File: src/rtl/la_pkg.sv
// rtl/la_pkg.sv - shared widths, FSM state codes and trigger mode codes for the logic analyser capture block
package la_pkg;

    localparam int LA_ADDR_W  = 17;
    localparam int LA_DEPTH_W = 16;

    typedef enum logic [2:0] {
        ST_IDLE      = 3'd0,
        ST_PRE       = 3'd1,
        ST_WAIT_TRIG = 3'd2,
        ST_POST      = 3'd3,
        ST_DONE      = 3'd4
    } la_state_e;

    // Codes 6 and 7 fall through to immediate in the trigger detector.
    localparam logic [2:0] TM_IMMEDIATE = 3'd0;
    localparam logic [2:0] TM_RISING    = 3'd1;
    localparam logic [2:0] TM_FALLING   = 3'd2;
    localparam logic [2:0] TM_HIGH      = 3'd3;
    localparam logic [2:0] TM_LOW       = 3'd4;
    localparam logic [2:0] TM_ANY_EDGE  = 3'd5;

endpackage

File: src/rtl/la_trig_detect.sv
// rtl/la_trig_detect.sv - per-strobe trigger condition on one probe bit, tracking the previous strobed value
module la_trig_detect
    import la_pkg::*;
(
    input  logic       clk_50M,
    input  logic       rst_n,
    input  logic       data_bit,
    input  logic       strobe,
    input  logic [2:0] mode,
    input  logic       clear,
    output logic       hit
);

    logic prev;
    logic prev_valid;
    logic cond;

    always_ff @(posedge clk_50M or negedge rst_n) begin
        if (!rst_n) begin
            prev       <= 1'b0;
            prev_valid <= 1'b0;
        end else if (clear) begin
            prev       <= 1'b0;
            prev_valid <= 1'b0;
        end else if (strobe) begin
            prev       <= data_bit;
            prev_valid <= 1'b1;
        end
    end

    // Edge modes stay quiet until a first sample has been seen since arm.
    always_comb begin
        cond = 1'b1;
        case (mode)
            TM_RISING:   cond = prev_valid && !prev && data_bit;
            TM_FALLING:  cond = prev_valid && prev && !data_bit;
            TM_HIGH:     cond = data_bit;
            TM_LOW:      cond = !data_bit;
            TM_ANY_EDGE: cond = prev_valid && (prev != data_bit);
            default:     cond = 1'b1;
        endcase
    end

    assign hit = strobe && cond;

endmodule

File: src/rtl/la_capture_ctrl.sv
// rtl/la_capture_ctrl.sv - capture sequencer: pre-trigger fill, trigger wait, post-trigger fill, address bookkeeping
module la_capture_ctrl
    import la_pkg::*;
(
    input  logic                  clk_50M,
    input  logic                  rst_n,
    input  logic                  arm,
    input  logic                  abort,
    input  logic [2:0]            trig_mode,
    input  logic [2:0]            trig_ch,
    input  logic [LA_DEPTH_W-1:0] pre_depth,
    input  logic [LA_DEPTH_W-1:0] post_depth,
    input  logic [7:0]            pmod_data_in,
    input  logic                  sample_en,
    input  logic [LA_ADDR_W-1:0]  wr_addr,
    output logic                  act,
    output logic                  busy,
    output logic                  triggered,
    output logic                  done,
    output logic [LA_ADDR_W-1:0]  trig_addr,
    output logic [LA_ADDR_W-1:0]  start_addr,
    output logic [2:0]            state
);

    la_state_e             state_q, state_d;
    logic [2:0]            mode_q, ch_q;
    logic [LA_DEPTH_W-1:0] pre_q, post_q, pre_cnt, post_cnt;
    logic [LA_ADDR_W-1:0]  trig_addr_q, start_addr_q;
    logic                  triggered_q, done_q;
    logic                  in_capture, arm_ok, abort_ok, strobe, hit;
    logic                  pre_inc, post_inc, trig_fire;

    assign in_capture = (state_q == ST_PRE) || (state_q == ST_WAIT_TRIG) || (state_q == ST_POST);
    assign arm_ok     = arm && !abort && ((state_q == ST_IDLE) || (state_q == ST_DONE));
    assign abort_ok   = abort && (state_q != ST_IDLE);
    assign strobe     = sample_en && in_capture;

    la_trig_detect u_trig (
        .clk_50M  (clk_50M),
        .rst_n    (rst_n),
        .data_bit (pmod_data_in[ch_q]),
        .strobe   (strobe),
        .mode     (mode_q),
        .clear    (arm_ok),
        .hit      (hit)
    );

    always_ff @(posedge clk_50M or negedge rst_n) begin
        if (!rst_n) state_q <= ST_IDLE;
        else        state_q <= state_d;
    end

    always_comb begin
        state_d   = state_q;
        pre_inc   = 1'b0;
        post_inc  = 1'b0;
        trig_fire = 1'b0;
        if (abort_ok) begin
            state_d = ST_IDLE;
        end else begin
            case (state_q)
                ST_IDLE, ST_DONE: begin
                    if (arm_ok) state_d = (pre_depth != '0) ? ST_PRE : ST_WAIT_TRIG;
                end
                ST_PRE: begin
                    if (sample_en) begin
                        pre_inc = 1'b1;
                        if (pre_cnt + 16'd1 == pre_q) state_d = ST_WAIT_TRIG;
                    end
                end
                ST_WAIT_TRIG: begin
                    if (hit) begin
                        trig_fire = 1'b1;
                        state_d   = (post_q == '0) ? ST_DONE : ST_POST;
                    end
                end
                ST_POST: begin
                    if (sample_en) begin
                        post_inc = 1'b1;
                        if (post_cnt + 16'd1 == post_q) state_d = ST_DONE;
                    end
                end
                default: state_d = ST_IDLE;
            endcase
        end
    end

    // pre_cnt holds the strobes actually kept ahead of the trigger, so it is the pre length.
    always_ff @(posedge clk_50M or negedge rst_n) begin
        if (!rst_n) begin
            mode_q       <= '0;
            ch_q         <= '0;
            pre_q        <= '0;
            post_q       <= '0;
            pre_cnt      <= '0;
            post_cnt     <= '0;
            trig_addr_q  <= '0;
            start_addr_q <= '0;
            triggered_q  <= 1'b0;
            done_q       <= 1'b0;
        end else begin
            done_q <= (state_d == ST_DONE) && (state_q != ST_DONE);
            if (abort_ok) begin
                triggered_q <= 1'b0;
            end else if (arm_ok) begin
                mode_q       <= trig_mode;
                ch_q         <= trig_ch;
                pre_q        <= pre_depth;
                post_q       <= post_depth;
                pre_cnt      <= '0;
                post_cnt     <= '0;
                trig_addr_q  <= '0;
                start_addr_q <= '0;
                triggered_q  <= 1'b0;
            end else begin
                if (pre_inc)  pre_cnt  <= pre_cnt + 16'd1;
                if (post_inc) post_cnt <= post_cnt + 16'd1;
                if (trig_fire) begin
                    trig_addr_q  <= wr_addr;
                    start_addr_q <= wr_addr - {1'b0, pre_cnt};
                    triggered_q  <= 1'b1;
                end
            end
        end
    end

    assign act        = in_capture;
    assign busy       = in_capture;
    assign triggered  = triggered_q;
    assign done       = done_q;
    assign trig_addr  = trig_addr_q;
    assign start_addr = start_addr_q;
    assign state      = state_q;

endmodule

File: config.mk
export PLATFORM = sky130hd
export DESIGN_NAME = la_capture_ctrl
export DESIGN_NICKNAME = d
export VERILOG_FILES = /design/src/rtl/la_pkg.sv /design/src/rtl/la_trig_detect.sv /design/src/rtl/la_capture_ctrl.sv
export SDC_FILE = /design/constraint.sdc
export NUM_CORES = 1
export LEC_CHECK = 0
export CORE_ASPECT_RATIO = 1.75
export CORE_UTILIZATION = 35
export DETAILED_ROUTE_END_ITERATION = 7
export HOLD_SLACK_MARGIN = 0.15
export PLACE_DENSITY = 0.63
export SYNTH_ARGS = -nofsm -noshare
export SYNTH_HDL_FRONTEND = slang
export SYNTH_SLANG_ARGS = --single-unit
File: constraint.sdc
create_clock -name clk_50M -period 3 [get_ports clk_50M]
set_input_delay 0.6 -clock clk_50M [delete_from_list [all_inputs] [get_ports clk_50M]]
set_output_delay 0.6 -clock clk_50M [all_outputs]
set_load 0.05 [all_outputs]
### Yosys cells after proc, flatten, opt, wreduce, memory -nomap -nowiden

Cells that the tools add are included.

| word-level totals | value |
|---|---|
| output and inout port bits | 41 |
| word-level logic and storage cells | 99 |
| flip-flop bits (word level) | 111 |

| cells by class | value |
|---|---|
| muxes and demuxes | 36 |
| reductions and logical operators | 31 |
| add/sub/neg operators | 3 |
| equal/unequal tests | 14 |
| bitwise gates (word level) | 1 |
| $lt $le $gt $ge | 1 |

Operator list:

| operator | number |
|---|---|
| 17-bit two-way mux | 4 |
| 16-bit two-way mux | 4 |
| 16-bit by 1-bit adder with 16-bit output, second input constant | 2 |
| 16-bit == test | 2 |
| 3-bit two-way mux | 8 |
| 17-bit by 16-bit subtractor with 17-bit output | 1 |
| 16-bit logical NOT | 1 |
| 1-bit two-way mux | 16 |
| 16-bit nonzero test | 1 |
| 3-bit by 2-bit == test with 1-bit output, second input constant | 4 |
| 3-bit == test, second input constant | 4 |
| 3-bit case mux with 4 select lines | 1 |
| 1-bit logical AND | 11 |
| 2-bit AND reduction | 4 |
| 2-bit nonzero test | 4 |
| 3-bit by 1-bit == test with 1-bit output, second input constant | 2 |
| 3-bit nonzero test | 2 |
| 1-bit case mux with 5 select lines | 1 |
| 3-bit by 4-bit < comparator with 1-bit output, second input constant | 1 |
| 1-bit binary-select mux with 3-bit select | 1 |
| 1-bit logical NOT | 3 |
| 3-bit logical NOT | 1 |
| 1-bit logical OR | 3 |
| 3-bit != test, second input constant | 1 |
| other kinds (4) | 4 |

### Depth between registers and ports, before layout

| depth | value |
|---|---|
| depth after elaboration | 12 |
| mapped depth | 11 |

### Hierarchy

From an unflattened synthesis, not the netlist that was laid out.

| second synthesis, totals | value |
|---|---|
| cells, all modules | 683 |
| area total of the unflattened synthesis | 6531.3 um^2 |

By module, submodules not included:

| module | cells an instance | area each (um^2) | seq. area each (um^2) | instances |
|---|---|---|---|---|
| la_capture_ctrl | 667 | 6382.4 | 2727.6 | 1 |
| la_trig_detect | 16 | 148.9 | 50.0 | 1 |

### Worst setup path before layout

Ideal clock, no wire load.

| timing | value |
|---|---|
| path kind | reg2out |
| from | reg state_q[1] (netlist: state[1]) |
| to | out busy |
| cell stages (with the launch flop) | 5 |
| path buffers | 2 |
| slack | 0.367 ns |
| data arrival time | 2.033 ns |
| path through | dfrtp_1 clkbuf_1 nor2_1 nor2_1 buf_4 |

| on the way | value |
|---|---|
| word-level cells in the longest chain between the ends | 3 |
| elaborated cells between the ends (all ways) | 5 |
| classes of those cells | eq/ne: 3; reduce/logical: 2 |

Ends and longest elaborated chain:

| what | line | text |
|---|---|---|
| start: declaration | la_capture_ctrl.sv:25 | `la_state_e state_q, state_d;` |
| start signal: assignment | la_capture_ctrl.sv:50 | `else state_q <= state_d;` |
| 3-bit by 1-bit == test with 1-bit output or 3-bit by 2-bit == test with 1-bit output (tied branches) | la_capture_ctrl.sv:33 | `assign in_capture = (state_q == ST_PRE) \|\| (state_q == ST_WAIT_TRIG) \|\| (state_q == ST_POST);` |
| 1-bit logical OR | la_capture_ctrl.sv:33 |  |
| 1-bit logical OR (*) | la_capture_ctrl.sv:33 |  |
| end: declaration | la_capture_ctrl.sv:17 | `output logic busy,` |

Every way passes the cells marked *; elsewhere a longest branch is shown, timed or not.

### Worst setup path after layout

| timing | value |
|---|---|
| from | reg post_cnt[1] |
| to | reg done_q (netlist: done) |

| on the way | value |
|---|---|
| word-level cells in the longest chain between the ends | 8 |

Ends and longest elaborated chain:

| what | line | text |
|---|---|---|
| start: declaration | la_capture_ctrl.sv:27 | `logic [LA_DEPTH_W-1:0] pre_q, post_q, pre_cnt, post_cnt;` |
| start signal: assignment | la_capture_ctrl.sv:117 | `if (post_inc) post_cnt <= post_cnt + 16'd1;` |
| 16-bit by 1-bit adder with 16-bit output | la_capture_ctrl.sv:80 | `if (post_cnt + 16'd1 == post_q) state_d = ST_DONE;` |
| 16-bit == test | la_capture_ctrl.sv:80 |  |
| 3-bit two-way mux | la_capture_ctrl.sv:80 |  |
| 3-bit two-way mux | la_capture_ctrl.sv:78 | `if (sample_en) begin` |
| 3-bit case mux with 4 select lines | la_capture_ctrl.sv:61 | `case (state_q)` |
| 3-bit two-way mux | la_capture_ctrl.sv:58 | `if (abort_ok) begin` |
| 3-bit == test | la_capture_ctrl.sv:102 | `done_q <= (state_d == ST_DONE) && (state_q != ST_DONE);` |
| 1-bit logical AND | la_capture_ctrl.sv:102 |  |
| end signal: assignment | la_capture_ctrl.sv:102 |  |
| end: declaration | la_capture_ctrl.sv:29 | `logic triggered_q, done_q;` |

No other way between the ends.
A chain may end at the register's enable or synchronous reset.

==> reports/qor.log <==
qor: status.run_status finished, final reports clean
qor: yosys.seq_area_frac_synth 40.7%
qor: critical_path.worst-path-max-fanout 7
qor: floorplan.die_h 187 um
qor: grt.grt.total_usage 20.6%
qor: finish.layoutNonFillerInstCount 1,182
qor: detailed_routing.drt-wirelength-per-cell 16.9 um
qor: place.dp_hpwl 15,200 um
qor: sta.timing.final.max_slew_violations 0
qor: clock_network.cts_hold_buf 0
qor: clock_network.cts_num_sinks 111
qor: clock_network.numCtsBuffers 9
qor: hold_path.hold_path_class in2async
qor: yosys.synth_common_cells sky130_fd_sc_hd__nand2_1, sky130_fd_sc_hd__dfrtp_1, sky130_fd_sc_hd__o21ai_0
qor: clock_network.cts_root_buffer sky130_fd_sc_hd__clkbuf_16
qor: detailed_routing.wl_met2 11,300 um
qor: detailed_routing.drt_pre_antenna_iters 4
qor: floorplan.die_area 20,100 um2
qor: clock_network.htree_num_levels 3
qor: grt.globalRoute.totalOverflow 0
qor: yosys.netlist_top_cells_area sky130_fd_sc_hd__dfrtp_1, sky130_fd_sc_hd__nand2_1, sky130_fd_sc_hd__o21ai_0
qor: floorplan.design.portCount 109
qor: critical_path.worstPathArrival 3.06 ns
qor: place.io_buffers 108
qor: place.placement.cell_area 8340 um2
qor: sta.period_minus_slack 2.83 ns
qor: floorplan.floorplan.core_area 19,100 um2
qor: finish.antenna-diode-count 0
qor: finish.layout.cell_area.non_filler 8660 um2
qor: sta.timing.final.hold_violations 0
qor: yosys.syn-num-nets 914
qor: critical_path.critPathRequiredTime 3.23 ns
qor: detailed_routing.maxUsedRoutingLayer met4
qor: clock_network.cts_setup_buffers 0
qor: detailed_routing.detail_route.vias_per_cell 5.32
qor: yosys.post-synth-top-count-cell sky130_fd_sc_hd__nand2_1
qor: detailed_routing.antenna_left 0
qor: detailed_routing.wirelength_met1 7310 um
qor: sta.report.final.setup_viol 0
qor: critical_path.endpoint done
qor: clock_network.clkLatencyLatePin 0.35 ns
qor: detailed_routing.wl 19,900 um
qor: critical_path.crit-reg2reg-capture done
qor: critical_path.reg2reg_slack 0.17 ns
qor: floorplan.floorplan.initialDensity 35.7%
qor: yosys.mean_instance_size_in_the_synthesized_netlist 8.25 um2
qor: grt.grt_start_max_net_pins 70
qor: run.drv.max_cap_violation_count 0
qor: critical_path.critical_path.startpoint post_cnt[1]
qor: grt.initial_antenna_violation_count 0
qor: finish.nFillCells 1,934
qor: yosys.synth_cell_type_count 67
qor: yosys.number_of_enable_flip_flop_cells_after_synthesis 0
qor: detailed_routing.remaining_drc_errors 0
qor: sta.maximum_clock_frequency 353 MHz
qor: sta.timing.slew.headroom 56.8%
qor: detailed_routing.detailroute.wirelength.met3 552 um
qor: yosys.synth_async_sr_flop_share 100%
qor: clock_network.post_cts.resized_instances 0
qor: clock_network.worst_setup_hold_path_clk_slew 0.08 ns
qor: critical_path.critical_path.startpoint_type flip-flop
qor: finish.final_core_utilization 45.3%
qor: floorplan.fp-row-count 67
qor: finish.num-nets-final 1,023
qor: pwr.power.static_leakage 3.72 nW
qor: critical_path.cp-end-kind flip-flop
qor: yosys.ys_ff_latch 111
qor: sta.worst_skew 0.00987 ns
qor: clock_network.cts-root-to-sink-buffers 2
qor: detailed_routing.routed-via-count 6,287
qor: floorplan.die_width 108 um
qor: finish.area_delta_synth_final 27.0%
qor: finish.multiInputGateArea 3740 um2
qor: critical_path.timing_worst_setup_path_type reg2reg
qor: place.numPlacedInstances 1,166
qor: yosys.yosysTopAreaCellShare 40.7%
qor: detailed_routing.detailedRoute.firstIterationViolations 219
qor: yosys.synth_cells 827
qor: sta.layout_worst_path_cycle_share 94.4%
qor: pwr.power_density 442 nW/um2
qor: yosys.post_synth_instance_area 6820 um2
qor: sta.worstMarginPinSlew 0.645 ns
qor: grt.via_count_of_the_first_global_routing_pass 6,345
qor: critical_path.worstReg2RegStart post_cnt[1]
qor: sta.grt_setup_unrepaired no
qor: pwr.worst_ir_drop_vdd 0.340 mV
qor: place.finalWeightedCongestion 0.961
qor: critical_path.r2r.worst_path.cells 8
qor: yosys.ys.flop_type sky130_fd_sc_hd__dfrtp_1
qor: grt.grt_pass1_wl 32,100 um
qor: finish.post_route_cells_drive_above_1_share 7.33%
qor: yosys.synth-warning-count 0
qor: clock_network.tritoncts_clock_tree yes
qor: finish.area.sequential 2780 um2
qor: yosys.synth_top_cell_by_area sky130_fd_sc_hd__dfrtp_1
## report_power, final
| part | switching (mW) | internal (mW) |
|---|---|---|
| registers | 0.141 | 1.61 |
| clock network | 0.579 | 0.703 |
| logic | 0.414 | 0.383 |
| total | 1.13 | 2.70 |
## metrics by stage
stage / total power, mW / setup TNS (ns) / hold WS, ns / setup slack (ns)
floorplan: 2.25 / 0 / 0.304 / 0.367
global placement: 2.57 / -0.376 / 0.478 / -0.140
detailed placement: 2.58 / -0.693 / 0.488 / -0.175
CTS: 3.88 / 0 / 0.252 / 0.168
global route: 4.03 / 0 / 0.277 / 0.0131
finish: 3.83 / 0 / 0.237 / 0.167
## worst min-delay path by stage
stage / startpoint / to / slack [ns] / cells past startpoint
after floorplan: rst_n / ch_q[0] / 0.30 / 0
after global placement: u_trig.prev_valid / u_trig.prev_valid / 0.48 / 1
after detailed placement: trig_addr[14] / trig_addr[14] / 0.49 / 2
after CTS: rst_n / trig_addr[8] / 0.25 / 1
after global routing: rst_n / trig_addr[8] / 0.28 / 1
final: rst_n / trig_addr[8] / 0.24 / 1
## state kept, by name, summed over array words and instances (netlist names), 3 cells and up
signal	count
post_cnt	16
post_q	16
trig_addr	17
pre_cnt	16
start_addr	17
mode_q	3
pre_q	16
state	3
ch_q	3
## cell usage in the layout, fill, tap and decap left out, drive strengths merged, types with 4 or more instances in the layout
master and instances:
nor3b 4, nor3 17, xor2 12, o21a 10, mux2i 6, a31oi 5, or4 5, xnor2 25
nand2 213, or3 9, nand3 51, nor2b 8, inv 27, nand4 16, o21ai 59, clkdlybuf4s50 107
o31a 5, dfrtp 111, o211ai 13, nor2 33, a21o 8, and2 5, buf 40, ha 18
clkbuf 11, and3 7, nor4 18, o41ai 4, o31ai 18, a21oi 26
## critical path: stages, from the launching register on
cell and delay [ns]:
sky130_fd_sc_hd__dfrtp_1 0.42, sky130_fd_sc_hd__ha_1 0.31, sky130_fd_sc_hd__nand4_1 0.27, sky130_fd_sc_hd__nor2_1 0.25
sky130_fd_sc_hd__o2111ai_1 0.14, sky130_fd_sc_hd__or4_1 0.46, sky130_fd_sc_hd__nor4_1 0.40, sky130_fd_sc_hd__nand3_1 0.15
sky130_fd_sc_hd__o21ai_0 0.32
## area by class of cell
cell class | instances | share of cell area, %
flip-flops and latches | 111 | 32.1
well taps | 241 | 3.48
multi-input cells | 641 | 43.2
repair buffers | 147 | 16.4
clock inverters | 5 | 0.751
clock buffers | 11 | 2.92
inverters | 26 | 1.13
## kinds of logic (layout without fill, tap and decap cells)
kind of cell / after synthesis / after routing / synth area share [%]
simple gates: 400 / 400 / 27.0
compound gates: 172 / 172 / 16.5
flops: 111 / 111 / 40.7
buf+inv: 75 / 189 / 4.50
xor+xnor: 39 / 39 / 5.41
fa+ha+maj: 21 / 21 / 3.89
mux: 9 / 9 / 2.00
## metal layers
layer | track usage (%) | vias up
met3 | 2.38 | 46
met2 | 38.8 | 131
li1 | - | 3124
met1 | 22.0 | 2986
met5 | 0 | -
met4 | 10.1 | 0
No activity file was read; power rests on OpenSTA's default activity.
